## src/rtl/miriscv_prefetch_unit.sv

```systemverilog
// miriscv_prefetch_unit
//   Instruction prefetcher between instruction memory and the decode stage.
//   Keeps up to MAX_OUTSTANDING requests in flight and buffers up to FIFO_DEPTH
//   fetched instructions, each tagged with its PC. Redirects (boot load, kill)
//   flush the buffer; responses to requests issued before a redirect are dropped
//   in order.
//
// Ports
//   clk_i, arstn_i               clock, asynchronous active-low reset
//   boot_addr_i                  PC loaded on boot load
//   instr_rvalid_i/rdata_i       in-order memory responses
//   instr_req_o/addr_o           memory request (accepted in the same cycle)
//   cu_pc_bra_i                  kill redirect target
//   cu_stall_f_i                 decode not accepting
//   cu_kill_f_i                  redirect to cu_pc_bra_i
//   cu_boot_addr_load_en_i       redirect to boot_addr_i (wins over kill)
//   fetched_pc_addr_o            PC of head instruction
//   fetched_pc_next_addr_o       head PC + 4
//   instr_o, fetch_rvalid_o      head instruction and its valid
module miriscv_prefetch_unit #(
  parameter int unsigned XLEN            = 32,
  parameter int unsigned FIFO_DEPTH      = 4,
  parameter int unsigned MAX_OUTSTANDING = 2
) (
  input  logic            clk_i,
  input  logic            arstn_i,
  input  logic [XLEN-1:0] boot_addr_i,
  input  logic            instr_rvalid_i,
  input  logic [XLEN-1:0] instr_rdata_i,
  output logic            instr_req_o,
  output logic [XLEN-1:0] instr_addr_o,
  input  logic [XLEN-1:0] cu_pc_bra_i,
  input  logic            cu_stall_f_i,
  input  logic            cu_kill_f_i,
  input  logic            cu_boot_addr_load_en_i,
  output logic [XLEN-1:0] fetched_pc_addr_o,
  output logic [XLEN-1:0] fetched_pc_next_addr_o,
  output logic [31:0]     instr_o,
  output logic            fetch_rvalid_o
);

  localparam int unsigned ILEN = 32;
  localparam int unsigned PtrW = (FIFO_DEPTH > 1) ? $clog2(FIFO_DEPTH) : 1;
  localparam int unsigned CntW = $clog2(FIFO_DEPTH + 1);
  localparam int unsigned OutW = $clog2(MAX_OUTSTANDING + 1);

  typedef enum logic {StIdle = 1'b0, StRun = 1'b1} state_e;

  state_e          r_state;
  logic [XLEN-1:0] r_req_pc;       // address of next request
  logic [XLEN-1:0] r_rsp_pc;       // PC of next response that will be kept
  logic [OutW-1:0] r_outstanding;  // issued, not yet answered (stale ones included)
  logic [OutW-1:0] r_discard;      // leading responses still to be dropped
  logic [CntW-1:0] r_count;
  logic [PtrW-1:0] r_wr_ptr;
  logic [PtrW-1:0] r_rd_ptr;
  logic [ILEN-1:0] r_data [FIFO_DEPTH];
  logic [XLEN-1:0] r_pc   [FIFO_DEPTH];

  logic            w_redirect;
  logic [XLEN-1:0] w_target;
  logic            w_rsp;
  logic            w_push;
  logic            w_pop;
  logic            w_issue;

  assign w_redirect = cu_boot_addr_load_en_i | cu_kill_f_i;
  assign w_target   = cu_boot_addr_load_en_i ? boot_addr_i : cu_pc_bra_i;

  // A response with nothing outstanding is a protocol error and is ignored.
  assign w_rsp = instr_rvalid_i && (r_outstanding != '0);

  // Credit rule: in-flight requests plus buffered entries never exceed the
  // buffer, so every kept response has a free slot.
  assign w_issue = (r_state == StRun) && !w_redirect
                && (32'(r_outstanding) < MAX_OUTSTANDING)
                && ((32'(r_outstanding) + 32'(r_count)) < FIFO_DEPTH);

  // Responses are never buffered in a redirect cycle; they are stale by then.
  assign w_push = w_rsp && (r_discard == '0) && !w_redirect;
  assign w_pop  = fetch_rvalid_o && !cu_stall_f_i;

  assign instr_req_o            = w_issue;
  assign instr_addr_o           = r_req_pc;
  assign fetch_rvalid_o         = (r_count != '0) && !w_redirect;
  assign instr_o                = r_data[r_rd_ptr];
  assign fetched_pc_addr_o      = r_pc[r_rd_ptr];
  assign fetched_pc_next_addr_o = r_pc[r_rd_ptr] + XLEN'(4);

  always_ff @(posedge clk_i or negedge arstn_i) begin
    if (!arstn_i) begin
      r_state       <= StIdle;
      r_req_pc      <= '0;
      r_rsp_pc      <= '0;
      r_outstanding <= '0;
      r_discard     <= '0;
      r_count       <= '0;
      r_wr_ptr      <= '0;
      r_rd_ptr      <= '0;
      for (int i = 0; i < FIFO_DEPTH; i++) begin
        r_data[i] <= '0;
        r_pc[i]   <= '0;
      end
    end else begin
      if (r_state == StIdle && cu_boot_addr_load_en_i) begin
        r_state <= StRun;
      end

      // No issue happens in a redirect cycle, so this covers both cases.
      if (w_issue && !w_rsp) begin
        r_outstanding <= r_outstanding + OutW'(1);
      end else if (!w_issue && w_rsp) begin
        r_outstanding <= r_outstanding - OutW'(1);
      end

      if (w_redirect) begin
        r_req_pc  <= w_target;
        r_rsp_pc  <= w_target;
        r_count   <= '0;
        r_wr_ptr  <= '0;
        r_rd_ptr  <= '0;
        r_discard <= r_outstanding - OutW'(w_rsp);
      end else begin
        if (w_rsp && r_discard != '0) begin
          r_discard <= r_discard - OutW'(1);
        end
        if (w_issue) begin
          r_req_pc <= r_req_pc + XLEN'(4);
        end
        if (w_push) begin
          r_data[r_wr_ptr] <= instr_rdata_i[ILEN-1:0];
          r_pc[r_wr_ptr]   <= r_rsp_pc;
          r_wr_ptr         <= r_wr_ptr + PtrW'(1);
          r_rsp_pc         <= r_rsp_pc + XLEN'(4);
        end
        if (w_pop) begin
          r_rd_ptr <= r_rd_ptr + PtrW'(1);
        end
        if (w_push && !w_pop) begin
          r_count <= r_count + CntW'(1);
        end else if (!w_push && w_pop) begin
          r_count <= r_count - CntW'(1);
        end
      end
    end
  end

endmodule

```

## config.mk

```make
export PLATFORM = sky130hd
export DESIGN_NAME = miriscv_prefetch_unit
export DESIGN_NICKNAME = d
export VERILOG_FILES = /design/src/rtl/miriscv_prefetch_unit.sv
export SDC_FILE = /design/constraint.sdc
export NUM_CORES = 1
export LEC_CHECK = 0
export BUFFER_PORTS_ARGS = -buffer_cell sky130_fd_sc_hd__buf_4
export CORE_UTILIZATION = 58
export DETAILED_ROUTE_END_ITERATION = 16
export HOLD_SLACK_MARGIN = 0.05
export PLACE_DENSITY = 0.8
export SLEW_MARGIN = 15
export SYNTH_ARGS = -nofsm -noshare
export SYNTH_HDL_FRONTEND = slang
export SYNTH_SLANG_ARGS = --single-unit
```

## constraint.sdc

```tcl
create_clock -name clk_i -period 3 [get_ports clk_i]
set_clock_uncertainty 0.05 [all_clocks]
set_input_delay 0.6 -clock clk_i [delete_from_list [all_inputs] [get_ports clk_i]]
set_output_delay 0.6 -clock clk_i [all_outputs]
set_load 0.005 [all_outputs]
```

==> metrics.md <==
| Metric | Value |
|---|---|
| Status | complete, but fails checks |
| Failing checks | negative setup slack |
| CTS tree | yes |
| PnR worst setup slack | -0.399 ns |
| CP peak stage delay | between 0.5 and 0.6 ns |
| Wire length per cell | 21.5 um |
| Top_reg_cell synth | dfrtp_1 |
| EDFF count, synth | 0 |
| Area growth syn-to-layout | 25.6% |
| Top-count cell post-synth | dfrtp_1 |
| Clock Pin Slew Worst Setup and Hold Paths | ~0.060 ns |
| Sequential fraction of the synthesis area | 0.513 |
| Fraction of registers with async set/reset | 1.00 |
| Die X | 169 um |
| Seq. cell area | 8260 um2 |
| Vias | between 10k and 15k |
| Post-Syn Nets | between 1k and 1.5k |
| Post-synth top cells | dfrtp_1, mux2_2, a21oi_1, nand2_1, mux4_2 |
| Slew @ Worst Pin | roughly 0.66 ns |
| Crit-path cells | buf_6, mux4_2, and3_4, and4_4, buf_6, nand3_2, xnor2_1, buf_4 |
| Ports | 232 |
| Largest net degree at the start of global routing | 93 |
| Die ar. | between 20,000 and 30,000 um2 |
| Drt drc | 0 |
| Via density | about 6.2 |
| Max Freq | slightly below 0.3 GHz |
| CTS Buf Count | 36 |
| P_int | slightly above 10,000 uW |
| Detail Route Antenna Nets | 0 |
| DR pass1 iterations | 6 |
| Layout cells sized above 1 | 0.460 |
| Post-synthesis cell count | between 1k and 1.5k |
| Final Instance Area | roughly 20,000 um2 |
| Syn Area/Cell | roughly 13 um2 |
| Startpoint types | flop |
| Initial core utilization | 0.594 |
| Seq cells post-synth | 330 |
| Final min period | between 3 and 4 ns |
| Yosys warns | 0 |
| Synth Cell Area | around 16,000 um2 |
| Worst hold margin | between 0.2 and 0.25 ns |
| Worst path top cell family by delay | simple AND/OR/NAND/NOR gates |
| Root Buffer Master | clkbuf_16 |
| Max transition margin | 0.556 |
| Site row count | 60 |
| Fillers | between 1.5k and 2k |
| Vias in the first global route | around 12k |
| Max-cap violations | 0 |
| Dpl cell area | 18,500 um2 |
| Finish-stage setup viols | 25 |
| Hold Path Class | in2reg |
| Core area | between 20,000 and 30,000 um2 |
| Final TNS setup | -6.01 ns |
| Req. time, crit path | 2.35 ns |
| Num Clock Sinks | 330 |
| GR Util All Layers | 0.294 |
| P_sw | ~4000 uW |
| Switch share | 0.285 |
| Critical Path Fanout Max | 6 |
| Critical path arrival | 2.75 ns |
| Clock power frac | 0.314 |
| DRT Wirelength | 41,800 um |
| Buffers and inverters on the worst path | 3 |
| Power share of the combinational group | 0.291 |
| Crit. End Element | output port |
| Fin nets | between 1.5k and 2k |
| Clk_lat worst skew | ~0.52 ns |
| Initial antenna violation count | 0 |
| Worst setup path category | reg2out |
| Chip height | 169 um |
| Worst IR Drop VDD | 0.393 mV |
| Global-route wire length before repair | approximately 65,000 um |
| Final period util | 1.13 |
| DR iter-0 viols | 1,102 |
| Leading area contributor after synthesis | dfrtp_1 |
| Critical-path top delay cell | dfrtp_4 |
| DP HPWL | 26,700 um |
| RSZ-0062 raised after global routing | yes |
| H-Tree Depth | 2 |
| Grt total ovfl | 0 |
| Multi-input logic area | between 7000 and 8000 um2 |
| Unique masters post-synth | a little over 60 |
| Pleak | about 0.0095 uW |
| I/O Buffers | about 230 |
| Worst path most repeated cell | buf_6 |
| Pwr dens | 695 nW/um2 |
| Clock buffer depth | 3 |
| ANT cells | 0 |
| Top cell type's share of synthesized area | 0.513 |
| Synth top area cells | dfrtp_1, mux2_2, mux4_2, a21oi_1, xnor2_1 |
| Layout Utilization | 0.746 |
| Final Max Slew Viols | 0 |
| Reg power frac | 0.395 |
| Hold Vio Cnt, Final | 0 |
| RD Place Congestion | between 0.8 and 0.9 |
## path summary, 6_finish.rpt
| check | from | endpoint | slack, ns | depth (start not counted) |
|---|---|---|---|---|
| max | r_rd_ptr[0] | fetched_pc_next_addr_o[11] | -0.40 | 8 |
| min | boot_addr_i[1] | instr_addr_o[1] | 0.24 | 3 |
| max reg2reg | r_rsp_pc[4] | r_rsp_pc[30] | 0.61 | 5 |
| min reg2reg | r_pc[22] | r_pc[22] | 0.44 | 2 |
| max in group asynchronous | arstn_i | r_rd_ptr[0] | 1.46 | 3 |
| min in group asynchronous | arstn_i | r_data[26] | 0.56 | 2 |
## per-stage QoR
step,cells,setup slack (ns),power (uW)
final,1951,-0.399,14100
after global routing,1951,-0.478,14700
after CTS,1940,-0.340,13900
after detailed placement,1852,-0.0476,9300
after global placement,1852,0.0344,9150
after floorplan,1280,0.108,7340
## cells by family (layout without fill, tap and decap cells)
family / count (synthesis) / after routing / synth area share
AOI/OAI and AO/OA: 244 / 244 / 0.0911
adders and majority gates: 12 / 12 / 0.00979
xor gates and xnor gates: 45 / 45 / 0.0245
DFF: 330 / 330 / 0.513
and+or+nand+nor: 233 / 235 / 0.0752
buffers and inverters: 113 / 410 / 0.0302
muxes: 303 / 303 / 0.256
## layout make-up
type,count,share of cell area
clock inverter,7,0.00501
sequential,330,0.409
multi-input combinational,839,0.374
inverter,25,0.00464
tap,372,0.0230
clock buffer,57,0.0535
timing repair buffer,321,0.131
## power by group through the flow
stage          combinational (uW)  clock (uW)  sequential (uW)
3_5_place_dp                 3700           0             5600
2_1_floorplan                1930           0             5420
3_3_place_gp                 3590           0             5560
6_report                     4090        4410             5560
4_1_cts                      3910        4460             5530
5_1_grt                      4370        4670             5620
## registers in the layout, indices dropped and copies added (netlist names)
name           count
r_rd_ptr           2
r_wr_ptr           2
instr_addr_o      31
r_rsp_pc          31
r_pc             128
r_count            3
r_discard          2
r_data           128
r_outstanding      2
r_state            1
## per-layer routing
metal / global-route usage / routed length [um] / up-vias
li1: - / - / 5315
met1: 0.408 / 17600 / 6197
met2: 0.477 / 20500 / 575
met3: 0.0594 / 3130 / 63
met4: 0.0787 / 694 / 0
met5: 0 / 0 / -
## worst register-to-register path, cell delays in order, from the launching register on
cell and delay, ns:
dfrtp_1 0.54, nand3_2 0.18, or3_1 0.57, or3_4 0.48, o311a_1 0.34, nor3_1 0.16
## what timing repair did
action,CTS,global route
buffers inserted,20,13
gates resized for setup,29,31
setup endpoints to repair,27,40
pin swaps,25,20
hold buffers,1,0
hold endpoints to repair,51,0
cloned,3,2
## cells in the final DEF, fill, tap and decap left out, types with 5 or more instances in the layout
| cell type | netlist | routed |
|---|---|---|
| dfrtp_1 | 330 | 328 |
| buf_4 | 6 | 294 |
| mux2_2 | 236 | 236 |
| a21oi_1 | 85 | 85 |
| nand2_1 | 85 | 77 |
| mux4_2 | 64 | 64 |
| o21ai_0 | 63 | 63 |
| clkbuf_16 | 0 | 39 |
| xnor2_1 | 39 | 33 |
| inv_1 | 25 | 25 |
| nand3_1 | 30 | 24 |
| a22oi_1 | 24 | 24 |
| nand4_1 | 21 | 21 |
| and3_1 | 19 | 15 |
| nor2_1 | 15 | 14 |
| clkbuf_1 | 38 | 13 |
| nor3_1 | 13 | 12 |
| o21ai_1 | 12 | 12 |
| o31ai_1 | 12 | 12 |
| nor4_1 | 11 | 11 |
| buf_6 | 3 | 11 |
| buf_12 | 0 | 11 |
| ha_1 | 11 | 10 |
| and4_1 | 11 | 7 |
| and4_4 | 0 | 6 |
| xnor2_2 | 0 | 6 |
| nand2_2 | 0 | 6 |
| a22o_1 | 6 | 6 |
| clkbuf_8 | 0 | 6 |
| nand3_2 | 1 | 5 |
| xor2_1 | 6 | 5 |
| or3_1 | 5 | 5 |
| or2_2 | 5 | 5 |
No activity file was read; power rests on OpenSTA's default activity.
